File: config.mk
export PLATFORM = sky130hd
export DESIGN_NAME = if_fetch_unit
export DESIGN_NICKNAME = d
export VERILOG_FILES = /design/src/rtl/if_fetch_unit.sv
export SDC_FILE = /design/constraint.sdc
export NUM_CORES = 1
export LEC_CHECK = 0
export BUFFER_PORTS_ARGS = -buffer_cell sky130_fd_sc_hd__buf_2
export CORE_ASPECT_RATIO = 1.25
export CORE_MARGIN = 3
export CORE_UTILIZATION = 35
export DETAILED_ROUTE_END_ITERATION = 10
export GPL_ROUTABILITY_DRIVEN = 1
export GPL_TIMING_DRIVEN = 0
export PLACE_DENSITY = 0.59
export SETUP_SLACK_MARGIN = 0.02
export SKIP_CTS_REPAIR_TIMING = 1
export SKIP_LAST_GASP = 1
export SLEW_MARGIN = 30
export SYNTH_ARGS = -nofsm -noshare
export SYNTH_HDL_FRONTEND = slang
export SYNTH_SLANG_ARGS = --single-unit
File: constraint.sdc
create_clock -name clk -period 4.22 [get_ports clk]
set_clock_uncertainty 0.15 [all_clocks]
set_input_delay 0.211 -clock clk [delete_from_list [all_inputs] [get_ports clk]]
set_output_delay 0.211 -clock clk [all_outputs]
set_load 0.03 [all_outputs]
File: src/rtl/if_fetch_unit.sv
// ---------------------------------------------------------------------------
// if_fetch_unit
//   Instruction-fetch stage feeding the IF/ID pipeline register. Owns the PC,
//   keeps at most one fetch outstanding to a variable-latency instruction
//   memory, buffers a returned instruction while IF/ID is stalled, and
//   discards wrong-path responses after a branch/jump redirect.
//
// Ports
//   clk, rst_n            rising-edge clock, synchronous active-low reset
//   imem_req / imem_addr  one-cycle fetch strobe and its address (always pc)
//   imem_rdata/imem_valid instruction returned by memory and its strobe
//   stall                 IF/ID must not be written this cycle
//   redirect/redirect_pc  taken branch/jump and its target (low 2 bits dropped)
//   insout / pcnextout    instruction and its PC+4 toward IF/ID
//   ifid_wr / ifid_flush  IF/ID write enable and flush
//
// Handshake: imem_req is a single-cycle strobe issued only from S_REQ; the
// memory answers exactly once with imem_valid one or more cycles later. There
// is no ready/backpressure on the memory side, which is why a response that
// becomes wrong-path must still be waited for (S_DROP) before the next
// request may be issued. ifid_wr is a one-cycle write strobe qualified by
// !stall and !redirect.
//
// The FSM state is kept in the signal 'state' for hierarchical observation.
// ---------------------------------------------------------------------------
module if_fetch_unit #(
  parameter int                INSWIDTH = 32,
  parameter int                AWIDTH   = 32,
  parameter logic [AWIDTH-1:0] RESET_PC = {AWIDTH{1'b0}}
) (
  input  logic                clk,
  input  logic                rst_n,
  output logic                imem_req,
  output logic [AWIDTH-1:0]   imem_addr,
  input  logic [INSWIDTH-1:0] imem_rdata,
  input  logic                imem_valid,
  input  logic                stall,
  input  logic                redirect,
  input  logic [AWIDTH-1:0]   redirect_pc,
  output logic [INSWIDTH-1:0] insout,
  output logic [AWIDTH-1:0]   pcnextout,
  output logic                ifid_wr,
  output logic                ifid_flush
);

  typedef enum logic [1:0] {
    S_REQ  = 2'd0,
    S_WAIT = 2'd1,
    S_HOLD = 2'd2,
    S_DROP = 2'd3
  } state_t;

  localparam logic [AWIDTH-1:0] PC_STEP = AWIDTH'(4);

  state_t                state, state_nxt;
  logic [AWIDTH-1:0]     pc, pc_nxt;
  logic [INSWIDTH-1:0]   hold_ins, hold_nxt;
  logic                  req_raw, wr_raw;
  logic [AWIDTH-1:0]     pc_inc;
  logic [AWIDTH-1:0]     redir_aligned;

  // Natural wrap at 2^AWIDTH is intended.
  assign pc_inc        = pc + PC_STEP;
  assign redir_aligned = {redirect_pc[AWIDTH-1:2], 2'b00};

  always_ff @(posedge clk) begin
    if (!rst_n) begin
      pc       <= RESET_PC;
      hold_ins <= '0;
      state    <= S_REQ;
    end else begin
      pc       <= pc_nxt;
      hold_ins <= hold_nxt;
      state    <= state_nxt;
    end
  end

  always_comb begin
    state_nxt = state;
    pc_nxt    = pc;
    hold_nxt  = hold_ins;
    req_raw   = 1'b0;
    wr_raw    = 1'b0;
    insout    = imem_rdata;

    case (state)
      S_REQ: begin
        // Any imem_valid seen here is unsolicited and ignored.
        req_raw = 1'b1;
        if (redirect) begin
          // The request issued this cycle is already wrong-path.
          pc_nxt    = redir_aligned;
          state_nxt = S_DROP;
        end else begin
          state_nxt = S_WAIT;
        end
      end

      S_WAIT: begin
        if (redirect) begin
          pc_nxt    = redir_aligned;
          // If the response lands now it is simply dropped; otherwise it is
          // still in flight and must be absorbed in S_DROP.
          state_nxt = imem_valid ? S_REQ : S_DROP;
        end else if (imem_valid) begin
          if (stall) begin
            hold_nxt  = imem_rdata;
            state_nxt = S_HOLD;
          end else begin
            wr_raw    = 1'b1;
            pc_nxt    = pc_inc;
            state_nxt = S_REQ;
          end
        end
      end

      S_HOLD: begin
        insout = hold_ins;
        if (redirect) begin
          pc_nxt    = redir_aligned;
          state_nxt = S_REQ;
        end else if (!stall) begin
          wr_raw    = 1'b1;
          pc_nxt    = pc_inc;
          state_nxt = S_REQ;
        end
      end

      S_DROP: begin
        if (redirect) begin
          pc_nxt = redir_aligned;
        end
        if (imem_valid) begin
          state_nxt = S_REQ;
        end
      end

      default: begin
        state_nxt = S_REQ;
      end
    endcase
  end

  assign imem_req   = req_raw & rst_n;
  assign ifid_wr    = wr_raw & rst_n;
  assign ifid_flush = redirect & rst_n;
  assign imem_addr  = pc;
  assign pcnextout  = pc_inc;

endmodule

# Word level (Yosys, flattened, before mapping)
# Index checks and enable logic that the tools add are counted.
[totals]
regBits = 66
word_cells = 42
inputBits = 69
output_inout_bits = 99
[op_classes]
eq_ne = 7
add_sub_neg = 1
bitwise_logic = 4
muxes = 22
n_reduce_logical = 5
[op_table]
columns = ["operator", "n"]
rows = [
  ["two-way mux 32 bit", 6],
  ["case mux 32 bit (3 select lines)", 1],
  ["adder 32 x 3 -> 32 bit, second input constant", 1],
  ["two-way mux 2 bit", 8],
  ["case mux 2 bit (4 select lines)", 1],
  ["inequality test 3 bit, second input constant", 2],
  ["two-way mux 1 bit", 5],
  ["equality test 2 bit, second input constant", 2],
  ["AND reduction 4 bit", 1],
  ["bitwise AND 1 bit", 3],
  ["AND reduction 3 bit", 1],
  ["equality test 2 x 1 -> 1 bit, second input constant", 1],
  ["logical NOT 2 bit", 1],
  ["inequality test 2 x 1 -> 1 bit, second input constant", 1],
  ["inequality test 2 bit, second input constant", 1],
  ["case mux 1 bit (2 select lines)", 1],
  ["AND reduction 2 bit", 1],
  ["OR reduction 2 bit", 1],
  ["NOT 1 bit", 1],
]

# Logic depth before layout (Yosys ltp)
# Gate-level depths: netlist (run 1).
[depth]
ltp_word = 5
ltp_mapped = 8
mapped_depth_nobuf = 7

# Worst setup path before layout (run 1)
# Ideal clock, no wire load.
[synth_path]
kind = "register to output"
startpoint = "reg pc[3] (netlist: imem_addr[3])"
endpoint = "out pcnextout[14]"
slack_ps = 1695
arrival_time_ps = 2164
stages_incl_launch_ff = 7
n_path_buf = 1
cell_sequence = "dfxtp_1 ha_1 clkbuf_1 nand3_1 or2_2 nor2_1 xor2_1"
[synth_via]
elab_chain_len = 1
[synth_lines]
columns = ["element", "line", "text"]
rows = [
  ["start, declared", "56", "logic [AWIDTH-1:0] pc, pc_nxt;"],
  ["start signal, assigned", "72", "pc <= pc_nxt;"],
  ["adder 32 x 3 -> 32 bit", "63", "assign pc_inc = pc + PC_STEP;"],
  ["end, declared", "41", "output logic [AWIDTH-1:0] pcnextout,"],
]
# No other way between the ends.

# Worst setup path after layout (run 1)
[layout_path]
startpoint = "reg state[1]"
endpoint = "reg pc[10] (netlist: imem_addr[10])"
[layout_via]
elab_chain_len = 4
word_cells_on_any_way = 9
[layout_lines]
columns = ["element", "line", "text"]
rows = [
  ["start, declared", "55", "state_t state, state_nxt;"],
  ["start signal, assigned", "74", "state <= state_nxt;"],
  ["equality test 2 bit or logical NOT 2 bit (tied branches)", "86", "case (state)"],
  ["OR reduction 2 bit (no source line)", "--", ""],
  ["inequality test 2 x 1 -> 1 bit (no source line)", "--", ""],
  ["AND reduction 2 bit (no source line)", "--", ""],
]
# Parallel ways exist; a longest one is shown, timed or not.
# A chain may end at the register's enable or synchronous reset.

==> results of run 1 <==
[registers in the layout, summed over array words and instances, names as in the netlist]
| signal | flops |
|---|---|
| state | 2 |
| hold_ins | 32 |
| imem_addr | 30 |
[logic make-up (layout without fill, tap and decap cells)]
logic type / after synthesis / in the layout / synth area share [%]
multiplexers: 35 / 35 / 9.512
AND/OR/NAND/NOR: 204 / 204 / 25.78
adder cells (fa/ha/maj): 6 / 6 / 1.818
flip-flops: 64 / 64 / 31.02
other: 1 / 4 / 0.09079
AO/OA/AOI/OAI: 124 / 124 / 18.81
buffers and inverters: 57 / 254 / 6.180
XOR/XNOR: 32 / 32 / 6.786
[path summary, 6_finish.rpt]
check                 startpoint  slack (ns)            end  depth (start not counted)
setup / recovery        state[1]        1.40  imem_addr[10]                          8
hold / removal    redirect_pc[2]       -0.02   imem_addr[2]                          3
setup reg to reg        state[1]        1.40  imem_addr[10]                          8
hold reg to reg     hold_ins[18]        0.30   hold_ins[18]                          2
[power by group]
part / switching [mW] / internal [mW] / total, mW / leakage (nW)
clock network: 0.276 / 0.530 / 0.806 / 0.158
registers: 0.0563 / 0.654 / 0.710 / 0.523
logic: 0.616 / 0.313 / 0.929 / 1.78
total: 0.949 / 1.50 / 2.45 / 2.46
[final cells by class]
type	instances	area (um^2)	area share [%]
multi-input cells	405	2605	46.21
flip-flops and latches	64	1281	22.73
repair buffers	181	1006	17.84
clock buffers	10	239.0	4.239
plain buffers	48	221.5	3.928
well taps	135	168.9	2.996
clock inverters	6	82.58	1.465
inverters	9	33.78	0.5992
[layer usage]
metal / global-route usage [%] / part of all wire (%) / up-vias
li1: - / - / 2239
met1: 24.77 / 40 / 2130
met2: 36.38 / 49 / 203
met3: 4.315 / 7.7 / 33
met4: 9.375 / 2.4 / 2
met5: 0 / 0.077 / -
[stage by stage]
stage                     instance area (um^2)  worst slack, ns  utilization [%]
after floorplan                           4141            1.695                -
after global placement                    5116            1.399            45.28
after detailed placement                  5116            1.467            45.28
after CTS                                 5438            1.430            48.13
after global routing                      5638            1.244            49.90
final                                     5638            1.403            49.90
[critical path, stage by stage, from the launching register on]
cell      delay [ns]
dfxtp_1         0.39
inv_1           0.10
ha_1            0.24
nor2b_1         0.21
o21ai_1         0.71
clkbuf_1        0.46
o21ai_0         0.18
a21oi_1         0.19
nor2_1          0.05
[cell usage after synthesis (all sizes together) (3+ instances only)]
library cell	number
nand2	97
dfxtp	64
a21oi	60
mux2	34
clkbuf	30
nor2	28
xnor2	21
buf	18
nor3	14
o21ai	14
nand3	13
nand4	11
xor2	11
inv	9
and4	8
o22ai	8
a22oi	7
and2	7
ha	6
nor4	6
or3	6
a211oi	3
nand2b	3
nor2b	3
o21a	3
o31a	3
==> impl_metrics.yaml, run 1 <==
synthesis:
  ys_top_cells_by_area: "dfxtp_1, mux2_2, nand2_1"
  yosysTopAreaCell: "dfxtp_1"
  synthCells: 523
  synthArstFlopShare_pct: 0
  syn_area_mm2: 0.004130
  yosysWarnings: 0
  yosysUniqueCellTypes: 62
  ys.flop_type: "dfxtp_1"
  syn-mean-instance-area_um2: 7.897
  synth_seq_cells: 64
  yosysSeqAreaShare_pct: 31.02
  synth_top_cell_area_share_pct: 31.02
  synth_edf_count: 0
sta:
  slew_headroom_pct: 41.29
  post-route-period-util_pct: 66.76
  period_minus_slack_ns: 2.817
  finalHoldViolations: 13
  final_max_slew_viol_count: 0
  worst_pin_slew_ns: 0.8748
  rsz0062_at_grt: "no"
  setup_viol: 0
  max_freq_mhz: 354.9
  tns_ns: 0
  worst_hold_slack_ns: -0.01894
floorplanning:
  initial_core_util_pct: 36.56
  io_pins: 168
  die_w_um: 103.2
  die_y_um: 127.5
  core_mm2: 0.01130
  dieArea_mm2: 0.01315
  fp-row-count: 43
layout:
  antenna_cells: 0
  fill_cells: 1148
  instances_no_fill: 858
  fin_nets: 793
  area_growth_pct: 36.50
  layout-drive-gt1-share_pct: 33.47
  final_cell_mix: "buf_2, nand2_1, dfxtp_1"
  final_common_cell: "buf_2"
drt:
  wire_per_inst_um: 16.59
  drtAntennaViolNets: 0
  wirelength_mm: 14.23
  drtIter0Drc: 157
  firstDrtPassIters: 5
  drcViolationCount: 0
  vias: 4607
  vias_per_cell: 5.369
clock_network:
  clk_pin_slew_ns: 0.06
  cts_buffers: 9
  clock_sinks: 64
  clockBufferDepth: 2
  cts_max_level: 3
  clkLatencyLatePin_ns: 0.33
  cts_root_buf: "clkbuf_16"
  cts_tree: "yes"
flow_run:
  drv_cap: 0
critical_path:
  endpoint_kind: "flip-flop"
  worst_setup_path_start_kind: "flip-flop"
  crit_fanout: 10
  critPathArrivalTime_ns: 2.87
  critPathKind: "reg -> reg"
  required_ns: 4.27
global_routing:
  overflow: 0
  grt_max_degree: 12
  grt_antenna_before_repair: 1
  grt_pass1_wl_mm: 22.00
  grt_usage_pct: 21.10
  grt_pass1_vias: 4454
status:
  violations: "negative hold slack"
  outcome: "finished, violations left"
power_and_ir_drop:
  ir_drop_uv: 201.5
  p_total_mw: 2.445
  power_leakage_nw: 2.457
  power.density_mw_per_mm2: 433.7
placement:
  dp_hpwl_mm: 10.74
  place_inst: 822
  io_buffer_count: 161
  place.gp.congestion: 0.9251
hold_path:
  hold_class: "in -> reg"
No activity file was read; power rests on OpenSTA's default activity.
==> run 2, diff against run 1 <==
Settings changed: ABC_AREA set to 1, PLACE_DENSITY 0.59 to 0.6.
Clock period 4.22 ns to 2.6 ns, I/O delays scaled along.
==> run 2 against run 1 <==
  * Non-clock buffer count up 24
  * Sequential share of layout area down 0.63 points
  * Synthesized cell count up 20%
  * The flow still finishes with violations (negative hold slack)
  * Highest routed layer unchanged
==> impl_metrics.yaml, run 2 <==
layout:
  fill_cells: 1073
  layout-drive-gt1-share_pct: 25.20
  top_register: "hold_ins"
  antenna_cells: 0
  final_util_pct: 53.83
  largest_register_ffs: 32
  final_common_cell: "nand2_1"
  fin_nets: 931
  final_cell_mix: "nand2_1, buf_2, nor2_1"
  area_growth_pct: 48.08
clock_network:
  cts_root_buf: "clkbuf_16"
  cts_buffers: 9
  clock_sinks: 64
  cts_max_level: 3
  clkLatencyLatePin_ns: 0.33
  clk_pin_slew_ns: 0.06
  cts_tree: "yes"
  clockBufferDepth: 2
synthesis:
  synth_seq_cells: 64
  synth_top_cell_area_share_pct: 32.72
  ys.flop_type: "dfxtp_1"
  ys_top_cells_by_area: "dfxtp_1, nand2_1, nor2_1"
  synth_edf_count: 0
  yosysTopAreaCell: "dfxtp_1"
  synthArstFlopShare_pct: 0
  yosys.cell_count.top_type: "nand2_1"
  synth_commonest_cells: "nand2_1, nor2_1, o21ai_0"
  yosysUniqueCellTypes: 28
  yosysSeqAreaShare_pct: 32.72
  syn-mean-instance-area_um2: 6.266
  syn_area_mm2: 0.003916
  yosysWarnings: 0
  synthCells: 625
critical_path:
  critPathKind: "reg -> out"
  crit_fanout: 10
  cpPeakStageDelay_ns: 0.36
  critPathArrivalTime_ns: 2.05
  required_ns: 2.32
  path_cells: "inv_1, ha_1, clkbuf_1, inv_1, clkbuf_2, nand2_1, nand2_1, buf_2"
  worst_setup_path_start_kind: "flip-flop"
  cpMaxStageDelayCell: "dfxtp_1"
  endpoint_kind: "primary output"
status:
  violations: "negative hold slack"
  outcome: "finished, violations left"
sta:
  final_max_slew_viol_count: 0
  post-route-period-util_pct: 89.62
  tns_ns: 0
  rsz0062_at_grt: "no"
  period_minus_slack_ns: 2.330
  worst_hold_slack_ns: -0.07746
  worst_pin_slew_ns: 0.6621
  finalHoldViolations: 5
  slew_headroom_pct: 55.86
  setup_viol: 0
  max_freq_mhz: 429.2
floorplanning:
  die_y_um: 124.3
  fp-row-count: 42
  core_mm2: 0.01077
  io_pins: 168
  initial_core_util_pct: 36.35
  dieArea_mm2: 0.01250
  die_w_um: 100.6
drt:
  wirelength_mm: 13.67
  drtIter0Drc: 131
  drcViolationCount: 0
  vias_per_cell: 4.825
  wire_per_inst_um: 13.77
  vias: 4791
  drtAntennaViolNets: 0
  firstDrtPassIters: 5
placement:
  io_buffer_count: 160
  dp_hpwl_mm: 10.23
  place.gp.congestion: 0.8827
flow_run:
  drv_cap: 0
global_routing:
  grt_max_degree: 13
  grt_antenna_before_repair: 1
  grt_pass1_vias: 4322
  grt_usage_pct: 20.63
  overflow: 0
  grt_pass1_wl_mm: 20.94
power_and_ir_drop:
  power_leakage_nw: 2.790
  ir_drop_uv: 365.7
  power.density_mw_per_mm2: 760.2
hold_path:
  hold_class: "in -> reg"
-- run 2: cell count changes in the layout (fill, tap and decap cells not counted), sizes merged, moves of 14 or more --
| cell | delta |
|---|---|
| dlygate4sd3 | +37 |
| inv | +20 |
| mux2 | -34 |
| nand2 | +119 |
| nor2 | +77 |
| nor3 | -14 |
| o21ai | +53 |
| xnor2 | -16 |
-- run 2: power breakdown --
part           leakage, nW  internal, mW  switching, mW  total (mW)
logic                 2.11         0.541           1.25        1.79
registers            0.525          1.11          0.163        1.27
clock network        0.155         0.868          0.474        1.34
-- run 2: final timing paths --
| kind | end | slack (ns) | cells after the start | from |
|---|---|---|---|---|
| setup / recovery | insout[27] | 0.27 | 8 | state[0] |
| hold / removal | hold_ins[5] | -0.08 | 3 | imem_rdata[5] |
| setup reg to reg | imem_addr[22] | 0.51 | 9 | state[0] |
| hold reg to reg | hold_ins[23] | 0.33 | 2 | hold_ins[23] |
-- run 2: cell type report --
class	instances	area, um^2	area share [%]
sequential	64	1281	22.09
clock inverter	6	92.59	1.597
timing repair buffer	217	1371	23.65
buffer	36	167.7	2.891
multi-input combinational	499	2374	40.93
inverter	29	108.9	1.877
tap	132	165.2	2.848
clock buffer	10	239.0	4.121
-- run 2: kinds of logic after synthesis --
logic type | count (synthesis) | synth area share (%)
fa+ha+maj | 6 | 1.917
xor+xnor | 15 | 4.505
compound gates | 129 | 16.74
other cells | 1 | 0.09575
simple gates | 345 | 37.06
buf+inv | 65 | 6.965
flops | 64 | 32.72
-- run 2: routing by layer --
| layer | share of wire, % | track usage (%) |
|---|---|---|
| met5 | 0.095 | 0 |
| met4 | 3.1 | 9.120 |
| met3 | 6.3 | 4.930 |
| met2 | 51 | 35.25 |
| met1 | 40 | 23.98 |
-- run 2: critical path, delay by kind of cell, from the launching register on --
family / cells / cell delay, ns
DFF: 1 / 0.36
buffers and inverters: 5 / 1.00
adders and majority gates: 1 / 0.20
and+or+nand+nor: 2 / 0.16
-- run 2: through the flow --
stage               total power [mW]  std cells  setup WS (ns)  cell area, um^2
floorplan                      2.459        628         0.3953             3928
detailed placement             3.016        920         0.4498             4893
global route                   4.656        993        0.03577             5799
global placement               2.997        920         0.4537             4893
finish                         4.409        993         0.2698             5799
CTS                            4.369        936        0.06838             5225
